### config.mk
export PLATFORM = sky130hd
export DESIGN_NAME = ps2_scancode_decoder_flat
export DESIGN_NICKNAME = d
export VERILOG_FILES = /design/src/rtl/ps2_scancode_decoder_if.sv /design/src/rtl/ps2_scancode_decoder.sv /design/src/flat_wrapper.sv
export SDC_FILE = /design/constraint.sdc
export NUM_CORES = 1
export LEC_CHECK = 0
export ABC_AREA = 0
export BUFFER_PORTS_ARGS = -buffer_cell sky130_fd_sc_hd__buf_2
export CELL_PAD_IN_SITES_DETAIL_PLACEMENT = 2
export CELL_PAD_IN_SITES_GLOBAL_PLACEMENT = 2
export CORE_UTILIZATION = 45
export CTS_CLUSTER_DIAMETER = 40
export DETAILED_ROUTE_END_ITERATION = 7
export PLACE_DENSITY_LB_ADDON = 0.05
export SYNTH_ARGS = -nofsm -noshare
export SYNTH_HDL_FRONTEND = slang
export SYNTH_SLANG_ARGS = --single-unit
### constraint.sdc
create_clock -name clk -period 8.9 [get_ports clk]
set_input_delay 1.78 -clock clk [delete_from_list [all_inputs] [get_ports clk]]
set_output_delay 1.78 -clock clk [all_outputs]
set_load 0.01 [all_outputs]
### src/rtl/ps2_scancode_decoder_if.sv
// ---------------------------------------------------------------------------
// ps2_scancode_decoder_if
//   Key-event stream from the scancode decoder to the display/LED stage.
//   valid/ready handshake; code/ext/rel describe the head event.
//
//   valid  producer -> consumer  head event present
//   ready  consumer -> producer  consumer takes the head event this cycle
//   code   producer -> consumer  8-bit Set-2 key code
//   ext    producer -> consumer  event was E0-prefixed
//   rel    producer -> consumer  event was a break (F0-prefixed)
// ---------------------------------------------------------------------------
interface ps2_scancode_decoder_if;
    logic       valid;
    logic       ready;
    logic [7:0] code;
    logic       ext;
    logic       rel;

    modport master (output valid, code, ext, rel, input ready);
    modport slave  (input valid, code, ext, rel, output ready);
endinterface

### src/rtl/ps2_scancode_decoder.sv
// ---------------------------------------------------------------------------
// ps2_scancode_decoder
//   Assembles PS/2 Set-2 scancode byte sequences into single key events
//   (code + extended + release) and buffers them in a first-word-fall-through
//   FIFO. Reports keyboard self-test replies as one-cycle status pulses and
//   recovers from broken sequences through a prefix timeout and error counter.
//
//   clk         system clock, rising edge
//   rst         asynchronous active-high reset
//   rx_valid    one-cycle pulse: rx_byte/rx_error valid
//   rx_byte     received byte
//   rx_error    byte failed parity/framing check
//   ev          event stream (master side of ps2_scancode_decoder_if)
//   fifo_count  FIFO occupancy, 0..DEPTH
//   overflow    sticky: an event was dropped because the FIFO was full
//   bat_ok      pulse: 0xAA received while idle
//   bat_fail    pulse: 0xFC/0xFD received while idle
//   err_cnt     rx errors plus timeouts, saturating at 255
// ---------------------------------------------------------------------------
module ps2_scancode_decoder #(
    parameter int DEPTH       = 8,
    parameter int TIMEOUT_CYC = 1000000
) (
    input  logic                     clk,
    input  logic                     rst,
    input  logic                     rx_valid,
    input  logic [7:0]               rx_byte,
    input  logic                     rx_error,
    ps2_scancode_decoder_if.master   ev,
    output logic [$clog2(DEPTH):0]   fifo_count,
    output logic                     overflow,
    output logic                     bat_ok,
    output logic                     bat_fail,
    output logic [7:0]               err_cnt
);

    localparam int AW = $clog2(DEPTH);
    localparam int CW = AW + 1;
    localparam int TW = $clog2(TIMEOUT_CYC + 1);

    localparam logic [CW-1:0] FULL_CNT = CW'(DEPTH);
    localparam logic [TW-1:0] TO_LAST  = TW'(TIMEOUT_CYC - 1);

    typedef enum logic [2:0] {
        ST_IDLE,
        ST_E0,
        ST_F0,
        ST_E0F0,
        ST_PAUSE
    } state_t;

    typedef struct packed {
        logic [7:0] code;
        logic       ext;
        logic       rel;
    } event_t;

    state_t        state, state_next;
    logic [2:0]    skip, skip_next;        // Pause bytes still to swallow
    logic [TW-1:0] to_cnt, to_next;        // cycles waited inside a prefix
    logic          push;
    event_t        push_ev;
    logic          err_inc;
    logic          bat_ok_next, bat_fail_next;

    // ------------------------------------------------------------------
    // Sequence decoder: next state and event generation
    // ------------------------------------------------------------------
    // NOTE: every signal driven here gets a default first, so no path
    // leaves a value unassigned and no latch is inferred.
    always_comb begin
        state_next    = state;
        skip_next     = skip;
        to_next       = to_cnt;
        push          = 1'b0;
        push_ev       = '0;
        err_inc       = 1'b0;
        bat_ok_next   = 1'b0;
        bat_fail_next = 1'b0;

        if (rx_valid) begin
            to_next = '0;
            if (rx_error) begin
                state_next = ST_IDLE;
                err_inc    = 1'b1;
            end else begin
                unique case (state)
                    ST_IDLE: begin
                        unique case (rx_byte)
                            8'hE0: state_next = ST_E0;
                            8'hF0: state_next = ST_F0;
                            8'hE1: begin
                                state_next = ST_PAUSE;
                                skip_next  = 3'd7;
                            end
                            8'hAA:        bat_ok_next   = 1'b1;
                            8'hFC, 8'hFD: bat_fail_next = 1'b1;
                            // ACK, resend, echo and buffer-error bytes carry no key
                            8'hFA, 8'hFE, 8'hEE, 8'h00, 8'hFF: begin
                            end
                            default: begin
                                push    = 1'b1;
                                push_ev = '{rx_byte, 1'b0, 1'b0};
                            end
                        endcase
                    end
                    ST_E0: begin
                        if (rx_byte == 8'hF0) begin
                            state_next = ST_E0F0;
                        end else if (rx_byte != 8'hE0) begin
                            push       = 1'b1;
                            push_ev    = '{rx_byte, 1'b1, 1'b0};
                            state_next = ST_IDLE;
                        end
                    end
                    ST_F0: begin
                        if (rx_byte == 8'hE0) begin
                            state_next = ST_E0;
                        end else if (rx_byte != 8'hF0) begin
                            push       = 1'b1;
                            push_ev    = '{rx_byte, 1'b0, 1'b1};
                            state_next = ST_IDLE;
                        end
                    end
                    ST_E0F0: begin
                        if (rx_byte == 8'hE0) begin
                            state_next = ST_E0;
                        end else if (rx_byte != 8'hF0) begin
                            push       = 1'b1;
                            push_ev    = '{rx_byte, 1'b1, 1'b1};
                            state_next = ST_IDLE;
                        end
                    end
                    ST_PAUSE: begin
                        // Pause bytes are counted, not interpreted
                        skip_next = skip - 3'd1;
                        if (skip == 3'd1) begin
                            push       = 1'b1;
                            push_ev    = '{8'hE1, 1'b0, 1'b0};
                            state_next = ST_IDLE;
                        end
                    end
                    default: state_next = ST_IDLE;
                endcase
            end
        end else if (state != ST_IDLE) begin
            if (to_cnt == TO_LAST) begin
                state_next = ST_IDLE;
                err_inc    = 1'b1;
                to_next    = '0;
            end else begin
                to_next = to_cnt + 1'b1;
            end
        end else begin
            to_next = '0;
        end
    end

    // NOTE: sequential state uses non-blocking assignments so every register
    // samples pre-edge values regardless of statement order.
    always_ff @(posedge clk or posedge rst) begin
        if (rst) begin
            state    <= ST_IDLE;
            skip     <= '0;
            to_cnt   <= '0;
            bat_ok   <= 1'b0;
            bat_fail <= 1'b0;
            err_cnt  <= '0;
        end else begin
            state    <= state_next;
            skip     <= skip_next;
            to_cnt   <= to_next;
            bat_ok   <= bat_ok_next;
            bat_fail <= bat_fail_next;
            if (err_inc && err_cnt != 8'hFF) begin
                err_cnt <= err_cnt + 8'd1;
            end
        end
    end

    // ------------------------------------------------------------------
    // Event FIFO (first-word fall-through)
    // ------------------------------------------------------------------
    event_t        mem [DEPTH];
    logic [AW-1:0] wr_ptr, rd_ptr;
    logic          full, pop, do_push;
    event_t        head;

    assign full    = (fifo_count == FULL_CNT);
    assign pop     = ev.valid && ev.ready;
    // A same-cycle pop frees the slot the push needs
    assign do_push = push && (!full || pop);

    // NOTE: the storage array is not reset; only pointers and count are, and
    // the outputs are masked while the FIFO is empty.
    always_ff @(posedge clk) begin
        if (do_push) begin
            mem[wr_ptr] <= push_ev;
        end
    end

    always_ff @(posedge clk or posedge rst) begin
        if (rst) begin
            wr_ptr     <= '0;
            rd_ptr     <= '0;
            fifo_count <= '0;
            overflow   <= 1'b0;
        end else begin
            if (do_push) begin
                wr_ptr <= wr_ptr + 1'b1;
            end
            if (pop) begin
                rd_ptr <= rd_ptr + 1'b1;
            end
            unique case ({do_push, pop})
                2'b10:   fifo_count <= fifo_count + 1'b1;
                2'b01:   fifo_count <= fifo_count - 1'b1;
                default: fifo_count <= fifo_count;
            endcase
            if (push && !do_push) begin
                overflow <= 1'b1;
            end
        end
    end

    assign head     = mem[rd_ptr];
    assign ev.valid = (fifo_count != '0);
    assign ev.code  = ev.valid ? head.code : 8'h00;
    assign ev.ext   = ev.valid ? head.ext  : 1'b0;
    assign ev.rel   = ev.valid ? head.rel  : 1'b0;

endmodule

### src/flat_wrapper.sv
// flat-port wrapper written by rule: the top's interface ports become plain ports
module ps2_scancode_decoder_flat 
#(
    parameter int DEPTH       = 8,
    parameter int TIMEOUT_CYC = 1000000
)
  (clk, rst, rx_valid, rx_byte, rx_error, fifo_count, overflow, bat_ok, bat_fail, err_cnt, ev_valid, ev_code, ev_ext, ev_rel, ev_ready);
  ps2_scancode_decoder_if ev_i ();
  input  logic clk;
  input  logic rst;
  input  logic rx_valid;
  input  logic [7:0] rx_byte;
  input  logic rx_error;
  output logic [$clog2(DEPTH):0] fifo_count;
  output logic overflow;
  output logic bat_ok;
  output logic bat_fail;
  output logic [7:0] err_cnt;
  output wire logic [$bits(ev_i.valid)-1:0] ev_valid;
  output wire logic [$bits(ev_i.code)-1:0] ev_code;
  output wire logic [$bits(ev_i.ext)-1:0] ev_ext;
  output wire logic [$bits(ev_i.rel)-1:0] ev_rel;
  input wire logic [$bits(ev_i.ready)-1:0] ev_ready;
  assign ev_valid = ev_i.valid;
  assign ev_code = ev_i.code;
  assign ev_ext = ev_i.ext;
  assign ev_rel = ev_i.rel;
  assign ev_i.ready = ev_ready;
  ps2_scancode_decoder #(.DEPTH(DEPTH), .TIMEOUT_CYC(TIMEOUT_CYC)) u_core (.clk(clk), .rst(rst), .rx_valid(rx_valid), .rx_byte(rx_byte), .rx_error(rx_error), .ev(ev_i), .fifo_count(fifo_count), .overflow(overflow), .bat_ok(bat_ok), .bat_fail(bat_fail), .err_cnt(err_cnt));
endmodule
## Word-level counts from Yosys, hierarchy flattened

Memory sizes are Yosys's and may differ from the RTL's.
Cells that the tools add are included.

| cells by class | value |
|---|---|
| eq/ne operators | 27 |
| mux-type cells | 54 |
| bitwise operators | 1 |
| add/sub/neg operators | 7 |
| reduce and logical (&&, ||, !) cells | 20 |

Operators with widths:

| kind | number |
|---|---|
| two-way mux 10 bit | 10 |
| equality test 8 bit (second input constant) | 10 |
| two-way mux 20 bit | 3 |
| case mux 10 bit (5 select lines) | 1 |
| two-way mux 3 bit | 10 |
| two-way mux 1 bit | 24 |
| != test 8 bit (second input constant) | 3 |
| adder 20 x 1 -> 20 bit (second input constant) | 1 |
| equality test 20 bit (second input constant) | 1 |
| case mux 3 bit (4 select lines) | 1 |
| OR reduction 11 bit | 1 |
| case mux 3 bit (3 select lines) | 1 |
| adder 8 x 1 -> 8 bit (second input constant) | 1 |
| logical NOT 8 bit | 1 |
| two-way mux 8 bit | 1 |
| case mux 4 bit (2 select lines) | 1 |
| nonzero test 2 bit | 4 |
| adder 3 x 1 -> 3 bit (second input constant) | 2 |
| equality test 3 x 1 -> 1 bit (second input constant) | 2 |
| equality test 3 x 2 -> 1 bit (second input constant) | 2 |
| != test 6 x 4 -> 1 bit (second input constant) | 1 |
| case mux 3 bit (2 select lines) | 1 |
| AND reduction 6 bit | 1 |
| != test 5 x 2 -> 1 bit (second input constant) | 1 |
| other kinds (20) | 25 |

| storage, ports and cells | value |
|---|---|
| bits in registers | 47 |
| logic and storage cells | 120 |
| output and inout bits | 26 |
| memories | 1 |
| input port bits | 13 |
| RAM bits | 80 |

Memory list:

| memory | depth | bits a word | read ports | clocked after Yosys merged registers in | write ports | line | source |
|---|---|---|---|---|---|---|---|
| u_core.mem | 8 | 10 | 1 | 0 | 1 | ps2_scancode_decoder.sv:184 | `event_t mem [DEPTH];` |

## Longest topological paths before layout

| logic depth | value |
|---|---|
| word-level depth | 9 |
| gate-level depth with buffers | 15 |
| depth with buffers taken out | 14 |

## Least setup slack after synthesis

OpenSTA, ideal clock, no wires.

| timing path | value |
|---|---|
| path type | input port to flip-flop |
| start | in rx_byte[4] |
| end | mem u_core.mem[3][0] (netlist name), enable pin |
| data required time | 8,492 ps |
| path buffers | 1 |
| path slack | 4,552 ps |
| stages on the path | 6 |
| arrival time | 3,940 ps |
| cell sequence | clkbuf_1 -> and3_1 -> a211oi_1 -> o221ai_2 -> and2_1 -> nor4b_1 |

| on the way | value |
|---|---|
| cells in the longest elaborated chain, start to end | 9 |
| elaborated cells on any way between the ends | 25 |
| those cells by class | 12 x eq/ne; 10 x mux; 3 x reduce/logical |

Ends and longest elaborated chain:

| item | line | source |
|---|---|---|
| from (decl) | flat_wrapper.sv:12 | `input logic [7:0] rx_byte;` |
| equality test 8 bit, or another cell as far along | ps2_scancode_decoder.sv:89 | `unique case (rx_byte)` |
| OR reduction 11 bit (no source line), or another cell as far along | -- |  |
| two-way mux 1 bit (on tied branches) | ps2_scancode_decoder.sv:89, ps2_scancode_decoder.sv:108, ps2_scancode_decoder.sv:126 |  |
| case mux 1 bit (4 select lines) (*) | ps2_scancode_decoder.sv:87 | `unique case (state)` |
| two-way mux 1 bit (*) | ps2_scancode_decoder.sv:83 | `if (rx_error) begin` |
| two-way mux 1 bit (*) | ps2_scancode_decoder.sv:81 | `if (rx_valid) begin` |
| logical AND 1 bit (*) | ps2_scancode_decoder.sv:192 | `assign do_push = push && (!full \|\| pop);` |
| two-way mux 1 bit (*) | ps2_scancode_decoder.sv:197 | `if (do_push) begin` |
| two-way mux 1 bit (implied by the code) (*) | ps2_scancode_decoder.sv:198 | `mem[wr_ptr] <= push_ev;` |
| to (decl) | ps2_scancode_decoder.sv:184 |  |

Every way passes the cells marked *; elsewhere a longest branch is shown, timed or not.

## Final worst setup path

| timing path | value |
|---|---|
| start | in rx_valid |
| end | reg u_core.fifo_count[2] |

| on the way | value |
|---|---|
| cells in the longest elaborated chain, start to end | 4 |
| elaborated cells on any way between the ends | 6 |
| those cells by class | 2 x eq/ne; 2 x mux; 2 x reduce/logical |

Ends and longest elaborated chain:

| item | line | source |
|---|---|---|
| from (decl) | flat_wrapper.sv:11 | `input logic rx_valid;` |
| two-way mux 1 bit (*) | ps2_scancode_decoder.sv:81 |  |
| logical AND 1 bit (*) | ps2_scancode_decoder.sv:192 |  |
| equality test 2 x 1 -> 1 bit or equality test 2 bit (tied branches) | ps2_scancode_decoder.sv:215 | `unique case ({do_push, pop})` |
| case mux 4 bit (2 select lines) or nonzero test 2 bit (tied branches) | -- |  |
| to (signal assigned) | ps2_scancode_decoder.sv:216 | `2'b10: fifo_count <= fifo_count + 1'b1;` |
| to (signal assigned) | ps2_scancode_decoder.sv:217 | `2'b01: fifo_count <= fifo_count - 1'b1;` |
| to (signal assigned) | ps2_scancode_decoder.sv:218 | `default: fifo_count <= fifo_count;` |
| to (decl) | ps2_scancode_decoder.sv:30 | `output logic [$clog2(DEPTH):0] fifo_count,` |

Marked as above.
A chain may end at the register's enable or synchronous reset.

==> impl_metrics.env <==
export IMPL_outcome="complete, no violations"
export IMPL_remaining_drc_errors=0
export IMPL_cts_buffers=17
export IMPL_crit_path_end_kind="flip-flop"
export IMPL_crit_type="primary input to flip-flop"
export IMPL_worst_pin_slew_ns=1.14
export IMPL_synth_fp_nets=442
export IMPL_ys_ff_latch=127
export IMPL_grt_first_pass_wirelength_um=25000
export IMPL_num_io_pins=39
export IMPL_wl_met1_um=6730
export IMPL_cts_max_level=4
export IMPL_met2_wirelength_um=8870
export IMPL_vias=3731
export IMPL_cap_violations=0
export IMPL_yosysUniqueCellTypes=54
export IMPL_wl_met3_um=491
export IMPL_track_usage_pct=26.8
export IMPL_yosysWarnings=0
export IMPL_overflow=0
export IMPL_power_density_nw_per_um2=300
export IMPL_p_leak_nw=2.58
export IMPL_area_delta_synth_final_pct=17.7
export IMPL_nets=486
export IMPL_syn_area_um2=5780
export IMPL_cp_required_ns=9.18
export IMPL_synth_edf_count=80
export IMPL_drive_gt1_share_pct=22.9
export IMPL_rsz0062_at_grt="false"
export IMPL_place_congestion=0.731
export IMPL_cts_tree="done"
export IMPL_synth_cells=420
export IMPL_dp_hpwl_um=10400
export IMPL_n_antenna_cell=0
export IMPL_placed_area_um2=6200
export IMPL_antenna_found_initial=0
export IMPL_critical_path_cell_chain="buf_2, nor2b_1, nand2_1, or2_2, a21oi_2, inv_1, ha_1, xor2_1, ha_1, a21oi_1, xnor2_1, nor2_1, xor2_1"
export IMPL_initial_utilization_pct=46.0
export IMPL_path_max_fanout=8
export IMPL_min_period_ns=4.49
export IMPL_die_area_um2=13300
export IMPL_skew_ns=0.0144
export IMPL_async_flop_share_pct=37.0
export IMPL_fmaxAchievable_ghz=0.223
export IMPL_grt_pass1_vias=4041
export IMPL_layout_common_cells="edfxtp_1, nor2_1, dfrtp_1"
export IMPL_die_x_um=115
export IMPL_finalSetupViolations=0
export IMPL_final_hold_viol_count=0
export IMPL_cts_resized=0
export IMPL_max_slew_margin_pct=23.6
export IMPL_finalInstanceArea_um2=6800
export IMPL_post_drt_wl_per_cell_um=25.2
export IMPL_synth_top_flop_cell="edfxtp_1"
export IMPL_port_buffers=38
export IMPL_hold_class="flip-flop to flip-flop"
export IMPL_vias_per_cell=5.75
export IMPL_clock_latency_ns=0.42
export IMPL_final_max_slew_viol_count=0
export IMPL_clock_sinks=127
export IMPL_grt_max_degree=48
export IMPL_post_cts_buffers=0
export IMPL_cts_buffer_depth=2
export IMPL_first_iter_violations=222
export IMPL_start_kind="primary input"
export IMPL_fillers=1183
export IMPL_clk_pin_slew_ns=0.05
export IMPL_highest_layer="met4"
export IMPL_cp_slowest_cell="nor2b_1"
export IMPL_slowest_delay_ns=0.47
export IMPL_period_share_pct=50.4
export IMPL_fp_row_count=41
export IMPL_drt_total_wl_um=16400
export IMPL_ys_seq_area_share_pct=61.9
export IMPL_core_area_um2=12600
export IMPL_hold_buffers=0
export IMPL_ant_nets=0
export IMPL_crit_arrival_ns=4.76
export IMPL_finalSetupTns_ns=0
export IMPL_syn_avg_cell_area_um2=13.8
export IMPL_layout_commonest_cell="edfxtp_1"
export IMPL_die_h_um=115
export IMPL_vdd_drop_max_mv=0.140
export IMPL_root_buffer="clkbuf_16"
export IMPL_dr_pass1_iters=5
==> synth_stat cells, drive strengths merged (9+ instances only) <==
master   n  area share, %
dfrtp   47             20
edfxtp  80             42
ha       9            1.9
clkbuf  13           0.84
xnor2   15            2.3
mux2i   11            1.9
xor2    19            2.9
nand2   16            1.0
nand3   18            1.6
and3    14            1.5
nor2    48            3.1
mux4    20            7.8
inv     12           0.78
nor3     9           0.87
==> final timing paths <==
| kind | from | end | slack [ns] | depth (start not counted) |
|---|---|---|---|---|
| setup / recovery | rx_valid | u_core.fifo_count[2] | 4.41 | 13 |
| setup reg to reg | u_core.state[1] | u_core.fifo_count[2] | 5.55 | 12 |
| hold / removal | u_core.to_cnt[0] | u_core.to_cnt[0] | 0.50 | 1 |
| min in group asynchronous | rst | u_core.wr_ptr[1] | 1.63 | 2 |
| max in group asynchronous | rst | u_core.to_cnt[9] | 6.63 | 2 |
| hold reg to reg | u_core.to_cnt[0] | u_core.to_cnt[0] | 0.50 | 1 |
==> final cells by class <==
cell class	count	area (µm²)	area share [%]
Sequential cell	127	3580	52.6
Multi-Input combinational cell	263	2130	31.3
Clock buffer	20	437	6.42
Timing Repair Buffer	43	228	3.35
Tap cell	172	215	3.16
Clock inverter	12	168	2.46
Inverter	12	45.0	0.662
==> layer usage <==
metal	vias up	GRT usage, %
li1	1669	-
met1	1972	31.5
met2	74	46.9
met3	16	7.06
met4	0	10.4
met5	-	0
==> worst max-delay path: cells and delay by family <==
kind | cells | cell delay, ns
fa+ha+maj | 2 | 0.50
simple gates | 4 | 1.19
compound gates | 2 | 0.54
xor+xnor | 3 | 0.46
buf+inv | 2 | 0.27
==> logic make-up after synthesis <==
kind of cell | after synthesis | synth area share (%)
buffers and inverters | 30 | 2.01
AOI/OAI and AO/OA | 35 | 4.68
and+or+nand+nor | 150 | 13.7
DFF | 127 | 61.9
xor gates and xnor gates | 34 | 5.15
muxes | 35 | 10.5
adders and majority gates | 9 | 1.95
==> registers in the layout, summed over array words and instances (netlist names) <==
signal and cells:
u_core.err_cnt 8, u_core.overflow 1, u_core.to_cnt 20, u_core.rd_ptr 3, u_core.skip 3, u_core.mem 80
u_core.bat_ok 1, u_core.wr_ptr 3, u_core.fifo_count 4, u_core.bat_fail 1, u_core.state 3
==> stage by stage <==
step                      cells  setup slack [ns]  power [mW]  util [%]  hold WS (ns)
final                       649              4.41        2.04      54.1         0.496
after global routing        649              4.19        2.13      54.1         0.542
after CTS                   649              4.44        2.06      54.1         0.504
after detailed placement    617              4.09        1.32      49.3         0.493
after global placement      617              4.33        1.27      49.3         0.478
after floorplan             420              4.55        1.11         -         0.455
==> power by group <==
part	switching, mW	total (mW)	internal (mW)
Sequential	0.115	0.812	0.697
Clock	0.257	0.722	0.466
Combinational	0.264	0.505	0.240
Total	0.636	2.04	1.40
Power figures use the tool's default switching activity.
